--- src/rtl/des_key_stream_scheduler_if.sv ---
// Handshake bundle between key loader, the subkey streamer and an iterative DES datapath.
// The master drives the request and ready; the slave (the scheduler) drives status and subkeys.
interface des_key_stream_scheduler_if;
    logic        start;
    logic        decrypt;
    logic [63:0] key_in;
    logic        busy;
    logic        round_key_valid;
    logic        round_key_ready;
    logic [47:0] round_key;
    logic [3:0]  round_index;
    logic        done;

    modport master (
        output start, decrypt, key_in, round_key_ready,
        input  busy, round_key_valid, round_key, round_index, done
    );

    modport slave (
        input  start, decrypt, key_in, round_key_ready,
        output busy, round_key_valid, round_key, round_index, done
    );
endinterface

--- src/rtl/des_key_stream_scheduler.sv ---
// Sequential DES key schedule: streams one 48-bit subkey per valid/ready handshake,
// K1..K16 with left rotations in encrypt mode or K16..K1 with right rotations in decrypt mode.
module des_key_stream_scheduler (
    input  logic                        clk,
    input  logic                        reset,
    des_key_stream_scheduler_if.slave   bus
);
    localparam int unsigned KEY_W   = 64;
    localparam int unsigned CD_W    = 56;
    localparam int unsigned HALF_W  = 28;
    localparam int unsigned SUB_W   = 48;
    localparam logic [3:0]  LAST_STEP = 4'd15;

    localparam int unsigned PC1_TAB [CD_W] = '{
        57, 49, 41, 33, 25, 17,  9,  1, 58, 50, 42, 34, 26, 18,
        10,  2, 59, 51, 43, 35, 27, 19, 11,  3, 60, 52, 44, 36,
        63, 55, 47, 39, 31, 23, 15,  7, 62, 54, 46, 38, 30, 22,
        14,  6, 61, 53, 45, 37, 29, 21, 13,  5, 28, 20, 12,  4
    };

    localparam int unsigned PC2_TAB [SUB_W] = '{
        14, 17, 11, 24,  1,  5,  3, 28, 15,  6, 21, 10,
        23, 19, 12,  4, 26,  8, 16,  7, 27, 20, 13,  2,
        41, 52, 31, 37, 47, 55, 30, 40, 51, 45, 33, 48,
        44, 49, 39, 56, 34, 53, 46, 42, 50, 36, 29, 32
    };

    // Bit n set when shift amount s[n] is 2 (n = 1..16); other bits mean a shift of 1.
    localparam logic [31:0] TWO_MASK = 32'h0000_FDF8;

    typedef enum logic [0:0] {IDLE, STREAM} state_t;

    state_t              state;
    logic [HALF_W-1:0]   c_q;
    logic [HALF_W-1:0]   d_q;
    logic [3:0]          step_q;
    logic                mode_q;
    logic                busy_q;
    logic                valid_q;
    logic                done_q;

    logic [CD_W-1:0]     pc1_key;
    logic                two_enc;
    logic                two_dec;
    logic [HALF_W-1:0]   c_next;
    logic [HALF_W-1:0]   d_next;
    logic                handshake;

    // DES bit n (1-based, MSB first) of a W-bit vector lives at index W-n.
    function automatic logic [CD_W-1:0] pc1(input logic [KEY_W-1:0] k);
        logic [CD_W-1:0] r;
        r = '0;
        for (int unsigned i = 0; i < CD_W; i++) begin
            r[6'(CD_W - 1 - i)] = k[6'(KEY_W - PC1_TAB[6'(i)])];
        end
        return r;
    endfunction

    function automatic logic [SUB_W-1:0] pc2(input logic [CD_W-1:0] cd);
        logic [SUB_W-1:0] r;
        r = '0;
        for (int unsigned i = 0; i < SUB_W; i++) begin
            r[6'(SUB_W - 1 - i)] = cd[6'(CD_W - PC2_TAB[6'(i)])];
        end
        return r;
    endfunction

    function automatic logic [HALF_W-1:0] rot_l(input logic [HALF_W-1:0] x, input logic two);
        return two ? {x[HALF_W-3:0], x[HALF_W-1:HALF_W-2]} : {x[HALF_W-2:0], x[HALF_W-1]};
    endfunction

    function automatic logic [HALF_W-1:0] rot_r(input logic [HALF_W-1:0] x, input logic two);
        return two ? {x[1:0], x[HALF_W-1:2]} : {x[0], x[HALF_W-1:1]};
    endfunction

    assign pc1_key   = pc1(bus.key_in);
    assign handshake = valid_q & bus.round_key_ready;
    assign two_enc   = TWO_MASK[5'(step_q) + 5'd2];
    assign two_dec   = TWO_MASK[5'd16 - 5'(step_q)];

    // Rotation applied by a non-final handshake: walks forward in encrypt, backward in decrypt.
    always_comb begin
        c_next = c_q;
        d_next = d_q;
        if (mode_q) begin
            c_next = rot_r(c_q, two_dec);
            d_next = rot_r(d_q, two_dec);
        end else begin
            c_next = rot_l(c_q, two_enc);
            d_next = rot_l(d_q, two_enc);
        end
    end

    always_ff @(posedge clk or posedge reset) begin
        if (reset) begin
            state   <= IDLE;
            c_q     <= '0;
            d_q     <= '0;
            step_q  <= 4'd0;
            mode_q  <= 1'b0;
            busy_q  <= 1'b0;
            valid_q <= 1'b0;
            done_q  <= 1'b0;
        end else begin
            done_q <= 1'b0;
            case (state)
                IDLE: begin
                    if (bus.start) begin
                        // Encrypt pre-applies s[1] so the first pair presented is C1/D1.
                        if (bus.decrypt) begin
                            c_q <= pc1_key[CD_W-1:HALF_W];
                            d_q <= pc1_key[HALF_W-1:0];
                        end else begin
                            c_q <= rot_l(pc1_key[CD_W-1:HALF_W], 1'b0);
                            d_q <= rot_l(pc1_key[HALF_W-1:0], 1'b0);
                        end
                        mode_q  <= bus.decrypt;
                        step_q  <= 4'd0;
                        busy_q  <= 1'b1;
                        valid_q <= 1'b1;
                        state   <= STREAM;
                    end
                end
                STREAM: begin
                    if (handshake) begin
                        if (step_q == LAST_STEP) begin
                            step_q  <= 4'd0;
                            busy_q  <= 1'b0;
                            valid_q <= 1'b0;
                            done_q  <= 1'b1;
                            state   <= IDLE;
                        end else begin
                            c_q    <= c_next;
                            d_q    <= d_next;
                            step_q <= step_q + 4'd1;
                        end
                    end
                end
                default: state <= IDLE;
            endcase
        end
    end

    assign bus.busy            = busy_q;
    assign bus.round_key_valid = valid_q;
    assign bus.done            = done_q;
    assign bus.round_key       = valid_q ? pc2({c_q, d_q}) : '0;
    assign bus.round_index     = valid_q ? (mode_q ? (LAST_STEP - step_q) : step_q) : 4'd0;

endmodule

--- src/flat_wrapper.sv ---
// flat-port wrapper written by rule: the top's interface ports become plain ports
module des_key_stream_scheduler_flat 
  (clk, reset, bus_start, bus_decrypt, bus_key_in, bus_round_key_ready, bus_busy, bus_round_key_valid, bus_round_key, bus_round_index, bus_done);
  des_key_stream_scheduler_if bus_i ();
  input  logic clk;
  input  logic reset;
  input wire logic [$bits(bus_i.start)-1:0] bus_start;
  input wire logic [$bits(bus_i.decrypt)-1:0] bus_decrypt;
  input wire logic [$bits(bus_i.key_in)-1:0] bus_key_in;
  input wire logic [$bits(bus_i.round_key_ready)-1:0] bus_round_key_ready;
  output wire logic [$bits(bus_i.busy)-1:0] bus_busy;
  output wire logic [$bits(bus_i.round_key_valid)-1:0] bus_round_key_valid;
  output wire logic [$bits(bus_i.round_key)-1:0] bus_round_key;
  output wire logic [$bits(bus_i.round_index)-1:0] bus_round_index;
  output wire logic [$bits(bus_i.done)-1:0] bus_done;
  assign bus_i.start = bus_start;
  assign bus_i.decrypt = bus_decrypt;
  assign bus_i.key_in = bus_key_in;
  assign bus_i.round_key_ready = bus_round_key_ready;
  assign bus_busy = bus_i.busy;
  assign bus_round_key_valid = bus_i.round_key_valid;
  assign bus_round_key = bus_i.round_key;
  assign bus_round_index = bus_i.round_index;
  assign bus_done = bus_i.done;
  des_key_stream_scheduler u_core (.clk(clk), .reset(reset), .bus(bus_i));
endmodule
--- config.mk ---
export PLATFORM = sky130hd
export DESIGN_NAME = des_key_stream_scheduler_flat
export DESIGN_NICKNAME = d
export VERILOG_FILES = /design/src/rtl/des_key_stream_scheduler_if.sv /design/src/rtl/des_key_stream_scheduler.sv /design/src/flat_wrapper.sv
export SDC_FILE = /design/constraint.sdc
export NUM_CORES = 1
export LEC_CHECK = 0
export ABC_AREA = 1
export BUFFER_PORTS_ARGS = -buffer_cell sky130_fd_sc_hd__buf_4
export CAP_MARGIN = 20
export CORE_MARGIN = 2
export CORE_UTILIZATION = 62
export CTS_BUF_LIST = sky130_fd_sc_hd__clkbuf_8 sky130_fd_sc_hd__clkbuf_16
export DETAILED_ROUTE_END_ITERATION = 7
export GPL_TIMING_DRIVEN = 0
export PLACE_DENSITY = 0.88
export SETUP_SLACK_MARGIN = 0.1
export SLEW_MARGIN = 10
export SYNTH_ARGS = -nofsm -noshare
export SYNTH_HDL_FRONTEND = slang
export SYNTH_SLANG_ARGS = --single-unit
--- constraint.sdc ---
create_clock -name clk -period 3.33 [get_ports clk]
set_input_delay 0.1665 -clock clk [delete_from_list [all_inputs] [get_ports clk]]
set_output_delay 0.1665 -clock clk [all_outputs]
set_load 0.03 [all_outputs]
Word level (Yosys, flattened, before mapping)
Memories as Yosys holds them, arrays and structs flattened.
Index checks and enable logic that the tools add are counted.
Storage, ports and cells
  register bits: 64
  bits in read-only memories: 64
  input port bits: 69
  logic and storage cells: 62
  memories: 2
Cells by class
  $add $sub $neg: 4
  magnitude comparators: 2
  equality and inequality tests: 5
  multiplexer cells: 36
  bitwise gates (word level): 2
  reduce and logical (&&, ||, !) cells: 4
Memories
  (no name shown): depth 32, bits a word 1, read ports 1, clocked after Yosys merged registers in 0, wr ports 0, RTL line des_key_stream_scheduler.sv:78  | assign two_enc = TWO_MASK[5'(step_q) + 5'd2];
  (no name shown): depth 32, bits a word 1, read ports 1, clocked after Yosys merged registers in 0, wr ports 0, RTL line des_key_stream_scheduler.sv:79  | assign two_dec = TWO_MASK[5'd16 - 5'(step_q)];
Operators with widths (count)
  28-bit two-way mux: 14
  28-bit one-hot mux with 2 select lines: 2
  48-bit two-way mux: 1
  4-bit two-way mux: 5
  5-bit by 6-bit < comparator with 1-bit output, second input constant: 2
  1-bit two-way mux: 11
  2-bit inequality test, second input constant: 4
  4-bit one-hot mux with 2 select lines: 1
  3-bit AND reduction: 2
  4-bit by 2-bit adder with 5-bit output, second input constant: 1
  5-bit by 4-bit subtractor with 5-bit output, first input constant: 1
  4-bit by 1-bit adder with 4-bit output, second input constant: 1
  4-bit == test, second input constant: 1
  1-bit one-hot mux with 2 select lines: 2
  2-bit AND reduction: 2
  4-bit subtractor, first input constant: 1
  1-bit bitwise AND: 1
  1-bit inverter: 1

Depth between registers and ports, before layout
  depth in word-level cells: 8
  depth in mapped cells: 16
  depth with buffers taken out: 13

Worst setup path after synthesis
OpenSTA, ideal clock, no wires.
  path kind: register to output
  start point: register, netlist name u_core.bus.busy
  end point: output bus_round_index[2]
  arrival time: 1608 ps
  data required time: 3164 ps
  setup slack: 1556 ps
  stages on the path, launching flop included: 5
  cell sequence: dfrtp_1 -> buf_2 -> clkbuf_1 -> o21ai_0 -> a21oi_1
RTL lines
  end: declaration: RTL line flat_wrapper.sv:14  | output wire logic [$bits(bus_i.round_index)-1:0] bus_round_index;

Worst setup path after layout
  start point: register u_core.mode_q
  end point: output bus_round_index[2]
Between the ends
  word-level cells in the longest chain between the ends: 2
Ends and longest elaborated chain
  start: declaration: RTL line des_key_stream_scheduler.sv:37  | logic mode_q;
  start signal: assignment: RTL line des_key_stream_scheduler.sv:117  | mode_q <= bus.decrypt;
  4-bit two-way mux (2 in series): RTL line des_key_stream_scheduler.sv:148  | assign bus.round_index = valid_q ? (mode_q ? (LAST_STEP - step_q) : step_q) : 4'd0;
Every way passes these cells.

==> results.md <==
- CTS resizes: 0
- End point of the critical path: bus_round_index[2]
- Overflow after GRT: 0
- Maximum clock rate: 429.1 MHz
- Top Ports: 124
- CP max FO: 10
- Clock skew: 0.006815 ns
- Syn_area_per_cell: 5.415 um2
- CP Launch Type: flip-flop
- Via count: 8642
- Slew @ Worst Pin: 0.8718 ns
- PwrDens: 1012 nW/um2
- Initial antenna violation count: 0
- Flop2flop setup slack: 1.05 ns
- Multi-input gate area: 4034 um2
- Post-Syn Area: 6688 um2
- Clock Path Buffers: 2
- Type of the worst min-delay path: input pin to flip-flop
- R2R depth: 11
- Core Box Area: 10420 um2
- Die height: 107.9 um
- Die width: 107.9 um
- Post-synth net total: 1308
- Reg area: 1602 um2
- Yosys top cell area share: 25.14%
- First drt pass iteration count: 6
- Worst-skew pair later-pin latency: 0.37 ns
- Gate Count Post-Synth: 1235
- Cell Rows: 37
- Total Neg Setup Slack: 0 ns
- I/O Buffers: 114
- Setup CP Type: flip-flop to output port
- Vias per inst: 5.750
- Post-Route WL: 23710 um
- Min Tclk post-route: 2.331 ns
- Post-DP HPWL: 16870 um
- First-pass GRT wire length: 37570 um
- Placed Area: 7736 um2
- Clock slew at reported path FFs: 0.08 ns
- Layout Area Growth over Synthesis: 19.12%
- H-tree Lvls: 3
- CTS tree: yes
- Relative slew slack: 41.88%
- Hold-fix buffers, CTS: 1
- R2R Path End: u_core.d_q[14]
- VDD IR-drop max: 590.0 uV
- DRT antenna net count: 0
- Post-synthesis register bit count: 64
- Slew Viols, Final: 0
- Arr. time, crit path: 2.16 ns
- Synth warn: 0
- Worst r2r src: u_core.step_q[0]
- Gr usage total: 41.26%
- Sequential area share after synthesis: 23.95%
- Ratio of final minimum period to clock period: 69.99%
- Die ar.: 11630 um2
- Root Driver: clkbuf_8
- DRC viols: 0
- Top post-synthesis cells by area: nand2_1 25%, dfrtp_1 24%, nand3_1 13%, a21oi_1 11%, nor2_1 7.3%
- Non-Filler Instances: 1503
- Crit. End Element: output port
- Worst Setup SP: u_core.mode_q
- RSZ-0062 raised after global routing: false
- Post-Place Cells: 1486
- Synth unique cells: 18
- Largest net degree at the start of global routing: 39
- Total chip power: 8.059 mW
- Final Hold Vio Count: 0
- Post-route cell area: 7966 um2
- Setup Fix Bufs, Post-CTS: 0
- Area leader, netlist: nand2_1
- Vias in the first global route: 7671
- Global placer's final weighted congestion: 0.9652
- Initial Util: 64.20%
- Number of max-cap violations: 0
- Leakage: 4.724 nW
- Most frequent cells in the layout: 448 x nand2_1, 172 x nand3_1, 150 x a21oi_1
- FILL cells: 938
- Avg WL per Cell: 15.77 um
- Most common cell after layout, fill and taps aside: nand2_1
- Layout cells sized above 1: 13.68%
- Post-layout net count: 1435
- Setup-failing EPs final: 0
- Clk sink count: 64
- Status: finished clean
- Worst EP required: 3.16 ns
- CTS buffer count: 9
- Drt initial violations: 1349
- Diodes inserted: 0
[through the flow]
step / hold WS, ns / worst slack (ns) / util, %
2_1_floorplan: 0.3050 / 1.556 / -
3_3_place_gp: 0.4084 / 0.6012 / 74.05
3_5_place_dp: 0.1779 / 1.239 / 74.27
4_1_cts: 0.05256 / 1.104 / 76.48
5_1_grt: 0.06162 / 0.9096 / 76.48
6_report: 0.05656 / 0.9993 / 76.48
[routing by layer]
layer | GRT usage [%] | wire length [um] | vias up
li1 | - | - | 4113
met1 | 54.51 | 9223 | 3796
met2 | 63.52 | 10450 | 617
met3 | 7.203 | 2773 | 116
met4 | 23.17 | 1261 | 0
met5 | 0 | 0 | -
[registers in the layout (all words and copies together) (netlist names)]
name and flops:
u_core.mode_q 1, u_core.bus.done 1, u_core.step_q 4, u_core.state 1, u_core.bus.busy 1, u_core.c_q 28
u_core.d_q 28
[worst min-delay path by stage]
stage                   start             to  slack, ns  depth (start not counted)
floorplan           bus_start   u_core.state       0.30                          2
global placement    bus_start   u_core.state       0.41                          3
detailed placement      reset  u_core.d_q[6]       0.18                          2
CTS                 bus_start   u_core.state       0.05                          3
global route        bus_start   u_core.state       0.06                          3
finish              bus_start   u_core.state       0.06                          3
[cell type report]
| class | count | area share (%) |
|---|---|---|
| Sequential cell | 64 | 20.10 |
| Clock inverter | 6 | 1.037 |
| Timing Repair Buffer | 116 | 11.12 |
| Inverter | 131 | 6.204 |
| Tap cell | 136 | 2.136 |
| Clock buffer | 10 | 1.728 |
| Buffer | 100 | 7.036 |
| Multi-Input combinational cell | 940 | 50.64 |
[cells by family after synthesis]
kind of cell               after synthesis  synth area share [%]
DFF                                     64                 23.95
buffers and inverters                  231                 15.73
AOI/OAI and AO/OA                      184                 13.88
xor gates and xnor gates                 2                0.3743
adders and majority gates                4                0.7484
and+or+nand+nor                        750                 45.31
[synthesized netlist by cell type]
library cell,instances
buf_4,14
nand2_1,448
a21oi_1,150
clkbuf_1,42
o21ai_0,32
buf_1,8
xnor2_1,1
ha_1,4
nor2_1,130
o22ai_1,1
inv_1,128
buf_6,14
a21boi_2,1
inv_2,3
buf_2,22
dfrtp_1,64
xor2_2,1
nand3_1,172
[power breakdown]
part | internal [mW] | switching (mW) | leakage (nW)
sequential | 1.09 | 0.375 | 0.814
combinational | 2.17 | 3.63 | 3.80
clock | 0.438 | 0.363 | 0.112
[critical path: stages, from the launching register on]
cell	delay [ns]
dfrtp_1	0.38
clkbuf_1	0.54
clkbuf_1	0.41
o21ai_0	0.13
a21oi_1	0.16
buf_4	0.17
Power figures use the tool's default switching activity.
